$ cat src/rtl/cell_1.sv
// cell_1: single-bit cell of the modular multiply/divide array.
//
// Multiply mode (MUL_BAR = 0): adds the partial-product bit X_IN & Y_ROW to
// the incoming partial-sum bit P with carry-in C_CP_RP.
// Divide mode (MUL_BAR = 1): controlled add/subtract cell, adding Y_ROW to
// X_IN ^ P (P = 1 inverts the divisor bit) with carry-in C_CP_R.
// Sum and carry are registered, so each cell adds one cycle of carry skew.
//
// Ports:
//   CLK      rising-edge clock
//   RST      synchronous active-high reset, clears OUT and C_OUT
//   Y_ROW    multiplier bit (mul) / partial-remainder bit (div)
//   X_IN     multiplicand bit (mul) / divisor bit (div)
//   P        partial-sum bit (mul) / subtract control (div)
//   MUL_BAR  0 = multiply, 1 = divide
//   C_CP_R   carry-in used in divide mode
//   C_CP_RP  carry-in used in multiply mode
//   C_OUT    registered carry-out
//   OUT      registered sum bit
module cell_1 (
  input  logic CLK,
  input  logic RST,
  input  logic Y_ROW,
  input  logic X_IN,
  input  logic P,
  input  logic MUL_BAR,
  input  logic C_CP_R,
  input  logic C_CP_RP,
  output logic C_OUT,
  output logic OUT
);

  logic op_a, op_b, carry_in;
  logic sum_d, sum_q;
  logic cout_d, cout_q;

  // Operand selection; the unused carry-in of each mode is ignored.
  always_comb begin
    op_a     = 1'b0;
    op_b     = 1'b0;
    carry_in = 1'b0;
    if (MUL_BAR) begin
      op_a     = Y_ROW;
      op_b     = X_IN ^ P;
      carry_in = C_CP_R;
    end else begin
      op_a     = X_IN & Y_ROW;
      op_b     = P;
      carry_in = C_CP_RP;
    end
  end

  // Full adder.
  always_comb begin
    sum_d  = op_a ^ op_b ^ carry_in;
    cout_d = (op_a & op_b) | (op_a & carry_in) | (op_b & carry_in);
  end

  always_ff @(posedge CLK) begin
    if (RST) begin
      sum_q  <= 1'b0;
      cout_q <= 1'b0;
    end else begin
      sum_q  <= sum_d;
      cout_q <= cout_d;
    end
  end

  assign OUT   = sum_q;
  assign C_OUT = cout_q;

endmodule

$ cat config.mk
export PLATFORM = sky130hd
export DESIGN_NAME = cell_1
export DESIGN_NICKNAME = d
export VERILOG_FILES = /design/src/rtl/cell_1.sv
export SDC_FILE = /design/constraint.sdc
export NUM_CORES = 1
export LEC_CHECK = 0
export BUFFER_PORTS_ARGS = -buffer_cell sky130_fd_sc_hd__buf_2
export CORE_AREA = 8 8 45 47
export CTS_CLUSTER_SIZE = 10
export DETAILED_ROUTE_END_ITERATION = 8
export DIE_AREA = 0 0 53 55
export RECOVER_POWER = 100
export SYNTH_ARGS = -nofsm -noshare
export SYNTH_HDL_FRONTEND = slang
export SYNTH_SLANG_ARGS = --single-unit
$ cat constraint.sdc
create_clock -name CLK -period 1.8 [get_ports CLK]
set_input_delay 0.18 -clock CLK [delete_from_list [all_inputs] [get_ports CLK]]
set_output_delay 0.18 -clock CLK [all_outputs]
set_load 0.1 [all_outputs]
==> results of run 1 <==
## cells in the final DEF (no fill, tap or decap)
cell | Yosys | layout
mux2_1 | 0 | 1
nand2_1 | 1 | 1
clkbuf_4 | 0 | 3
clkbuf_2 | 0 | 1
o21a_1 | 1 | 1
buf_2 | 0 | 7
clkbuf_1 | 0 | 1
xnor2_1 | 1 | 1
fa_1 | 1 | 1
dfxtp_1 | 2 | 2
nor2b_1 | 2 | 2
## metrics by stage
step                      utilization  hold slack, ns  setup WS [ns]
after floorplan                     -           0.252          0.691
after global placement          0.125           0.353          0.539
after detailed placement        0.125           0.362          0.535
after CTS                       0.141           0.123          0.676
after global routing            0.137           0.135          0.618
final                           0.137           0.135          0.654
## kinds of logic after synthesis
group,share of synthesized area
adder cells (fa/ha/maj),0.186
XOR/XNOR,0.0814
multiplexers,0.139
AND/OR/NAND/NOR,0.151
AO/OA/AOI/OAI,0.0698
flip-flops,0.372
## layer usage
metal / vias to the layer above / wire [µm] / part of all wire
li1: 54 / - / -
met1: 34 / 157 / 0.56
met2: 10 / 50 / 0.18
met3: 0 / 71 / 0.25
met4: 0 / 0 / 0
met5: - / 0 / 0
## worst paths after layout
check	startpoint	end	slack (ns)	cells after the start
worst max-delay path	OUT	OUT	0.65	1
worst min-delay path	RST	C_OUT	0.13	2
## where the power goes
part / internal (µW) / leakage (µW) / switching, µW
Combinational: 17.6 / 0.0000568 / 50.5
Sequential: 50.1 / 0.0000166 / 1.08
Clock: 73.5 / 0.0000138 / 24.9
## layout make-up
type,count,area (µm²),area share
Tap cell,16,20.0,0.105
Timing Repair Buffer,9,43.8,0.230
Sequential cell,2,40.0,0.211
Multi-Input combinational cell,7,63.8,0.336
Clock buffer,3,22.5,0.118
## sequential cells by signal, summed over array words and instances (netlist names)
signal and cells:
OUT 1, C_OUT 1
==> results.ini, run 1 <==
[global_routing]
grt_pass1_wl_um=441
grt_use_met2=0.0137
grt_pass1_vias=116
antenna_found_initial=0
use_met3=0.0401
grt_use_total=0.0240
grtUsageMet1=0.0288
grt-ovfl-total=0
busiest_layer=met3
grt_max_degree=4

[cells_and_area]
n_antenna_cell=0
num-fill-cells=155
finalNonFillerCells=37
nets=32
final_cell_area_um2=190
area_delta_synth_final_pct=76.7
drive_gt1_frac=0.524

[die]
core_um2=1380
rows=14
die-area_um2=2920
num_io_pins=10
start_util=0.0778
die_y_um=55
die_x_um=53

[routing]
via_per_inst=2.65
ant_nets=0
drc=0
drt_iter0_markers=0
routedWlPerCell_um=7.54
dr_total_vias=98
wirelength_um=279
firstDrtPassIters=1

[sta]
slew_headroom=0.641
setup_viol=0
hold_violations=0
setup_tns_ns=0
period_needed_ns=1.15
rsz0062_at_grt=false
slew_violations=0
worstMarginPinSlew_ns=0.541
fmax_ghz=0.873
fin_crit_sh=0.636

[synthesis]
synth_top_cells_by_count=dfxtp_1 (2), nor2b_1 (2)
synth_nets=18
ys_warn_count=0
ys_ff_latch=2
ys_seq_area_frac=0.372
yosys-top-cells-area=dfxtp_1 (37%), fa_1 (19%), mux2_4 (14%)
synthCells=9
synth_top_area_frac=0.372
synth_edf_count=0
syn_area_per_cell_um2=12.0
yosysTopAreaCell=dfxtp_1
syn-cell-area_um2=108
ys_types=7
synthArstFlopShare=0
synth-main-ff-cell=dfxtp_1

[setup_path]
cp_data_arrival_time_ns=0.97
critPathBufInv=1
cpMaxStageDelayCell=clkbuf_2
critical_path.top_delay_family=buffers and inverters
path_class=register to output pin
path_max_fanout=1
slowest_delay_ns=0.45
cp-start-kind=register
cp_cell_sequence=clkbuf_2
cp-end-kind=output pin
cp.required_ns=1.62

[place]
dp.cells=34
gp_congestion=0.521
dpl_cell_area_um2=173
port_buffers=9

[clock_network]
clk_pin_slew_ns=0.03
cts_root_buf=clkbuf_4
postCtsSetupBuffers=0
cts_tree=built
clockBufferDepth=2
numCtsBuffers=3
cts.htree.levels=1
cts_hold_buf=0
clock-sinks=2
cts_resized=0

[power]
irDropWorstVdd_v=0.000168
p_per_area_nw_per_um2=1140
p_leak_uw=0.0000873
totalPowerFinal_uw=218

[run_status]
status=finished, final reports clean

[job]
max_cap_violations=0

[min_path]
hp-class=input port to register

No activity file was read; power rests on OpenSTA's default activity.
==> run 2, diff against run 1 <==
Clock period 1.8 ns to 1.16 ns, I/O delays scaled along.
==> results.ini, run 2 (same netlist as run 1, synthesis figures left out) <==
[die]
start_util=0.0778  ; unchanged
rows=14  ; unchanged
die-area_um2=2920  ; unchanged
core_um2=1380  ; unchanged
num_io_pins=10  ; unchanged
die_x_um=53  ; unchanged
die_y_um=55  ; unchanged

[cells_and_area]
layout_commonest_cell=buf_2
drive_gt1_frac=0.571  ; +0.0476
mostFrequentLayoutCells=buf_2 (6), clkbuf_4 (3), dfxtp_1 (2), nor2b_1 (2), clkbuf_2 (2)
finalNonFillerCells=37  ; unchanged
nets=32  ; unchanged
final_cell_area_um2=194  ; +2.0%
n_antenna_cell=0  ; unchanged
area_delta_synth_final_pct=80.2

[setup_path]
cp_data_arrival_time_ns=0.96  ; about the same
critPathBufInv=1  ; unchanged
crit_start=OUT
cpMaxStageDelayCell=clkbuf_2
cp-end-kind=output pin
path_class=register to output pin
cp-start-kind=register
cp_cell_sequence=clkbuf_2
slowest_delay_ns=0.45  ; about the same
critical_path.top_delay_family=buffers and inverters
path_max_fanout=1  ; unchanged
cp.required_ns=1.04  ; -0.58 ns

[global_routing]
grt_pass1_vias=152  ; +31%
grt_use_total=0.0273  ; +0.00329
grt-ovfl-total=0  ; unchanged
antenna_found_initial=0  ; unchanged
grt_pass1_wl_um=489  ; +11%
grt_max_degree=4  ; unchanged

[sta]
worstMarginPinSlew_ns=0.542  ; +0.000589 ns
fin_crit_sh=0.930
hold_violations=0  ; unchanged
period_needed_ns=1.08
setup_viol=0  ; unchanged
fin_ws_ns=0.0812  ; -0.573 ns
rsz0062_at_grt=false
slew_violations=0  ; unchanged
fmax_ghz=0.927
slew_headroom=0.640  ; about the same

[power]
p_leak_uw=0.0000910  ; +4.3%
power.share.clock=0.448  ; -0.004
p_per_area_nw_per_um2=1760  ; +54%
power_frac_seq=0.233  ; -0.002
p_int_uw=222  ; +57%
irDropWorstVdd_v=0.000306  ; +82%
comb_power_share=0.319  ; +0.006
totalPowerFinal_uw=341  ; +57%
sw_frac_of_total=0.351  ; -0.000645
switching_power_uw=120  ; +57%

[routing]
drc=0  ; unchanged
dr_total_vias=113  ; +15%
firstDrtPassIters=1  ; unchanged
drt_iter0_markers=0  ; unchanged
ant_nets=0  ; unchanged
via_per_inst=3.05  ; +15%
wirelength_um=295  ; +5.7%
routedWlPerCell_um=7.97  ; +5.7%

[clock_network]
cts_tree=built
cts_root_buf=clkbuf_4
postCtsSetupBuffers=0  ; unchanged
cts_hold_buf=0  ; unchanged
clk_pin_slew_ns=0.03  ; about the same
clockBufferDepth=2  ; unchanged
numCtsBuffers=3  ; unchanged
clock-sinks=2  ; unchanged
cts_resized=0  ; unchanged
cts.htree.levels=1  ; unchanged

[job]
max_cap_violations=0  ; unchanged

[place]
post-place-ws_ns=-0.0491  ; -0.584 ns
port_buffers=9  ; unchanged
dpl_cell_area_um2=173  ; unchanged
dp.cells=34  ; unchanged
gp_congestion=0.530  ; +1.7%

[min_path]
hp-class=input port to register
hold_start=RST
hold_end=C_OUT
min_path_cells=2  ; unchanged

[run_status]
status=finished, final reports clean

[run 2: metal layers]
layer,GRT usage,wire length (µm)
met5,0,0
met4,0.0517,0
met3,0.0187,55
met2,0.0313,104
met1,0.0228,135
[run 2: worst max-delay path by stage]
stage | endpoint | slack (ns) | cells past startpoint
after floorplan | OUT | 0.12 | 3
after global placement | OUT | -0.04 | 4
after detailed placement | OUT | -0.05 | 4
after CTS | OUT | 0.10 | 1
after global routing | OUT | 0.05 | 1
final | OUT | 0.08 | 1
[run 2: area by class of cell]
| type | count | area (µm²) |
|---|---|---|
| Clock buffer | 3 | 22.5 |
| Fill cell | 158 | 1190 |
| Multi-Input combinational cell | 7 | 67.6 |
| Sequential cell | 2 | 40.0 |
| Tap cell | 16 | 20.0 |
| Timing Repair Buffer | 9 | 43.8 |
[run 2: power by group through the flow]
| stage | combinational, µW | sequential, µW | clock (µW) |
|---|---|---|---|
| 6_report | 109 | 79.4 | 153 |
| 5_1_grt | 117 | 79.9 | 169 |
| 4_1_cts | 111 | 79.0 | 164 |
| 3_5_place_dp | 111 | 79.9 | 0 |
| 3_3_place_gp | 109 | 79.8 | 0 |
| 2_1_floorplan | 22.5 | 141 | 0 |
[run 2: per-stage QoR]
| step | hold WS [ns] | util | setup TNS [ns] |
|---|---|---|---|
| finish | 0.0660 | 0.140 | 0 |
| global route | 0.0622 | 0.140 | 0 |
| CTS | 0.0556 | 0.141 | 0 |
| detailed placement | 0.294 | 0.125 | -0.0491 |
| global placement | 0.289 | 0.125 | -0.0368 |
| floorplan | 0.188 | - | 0 |
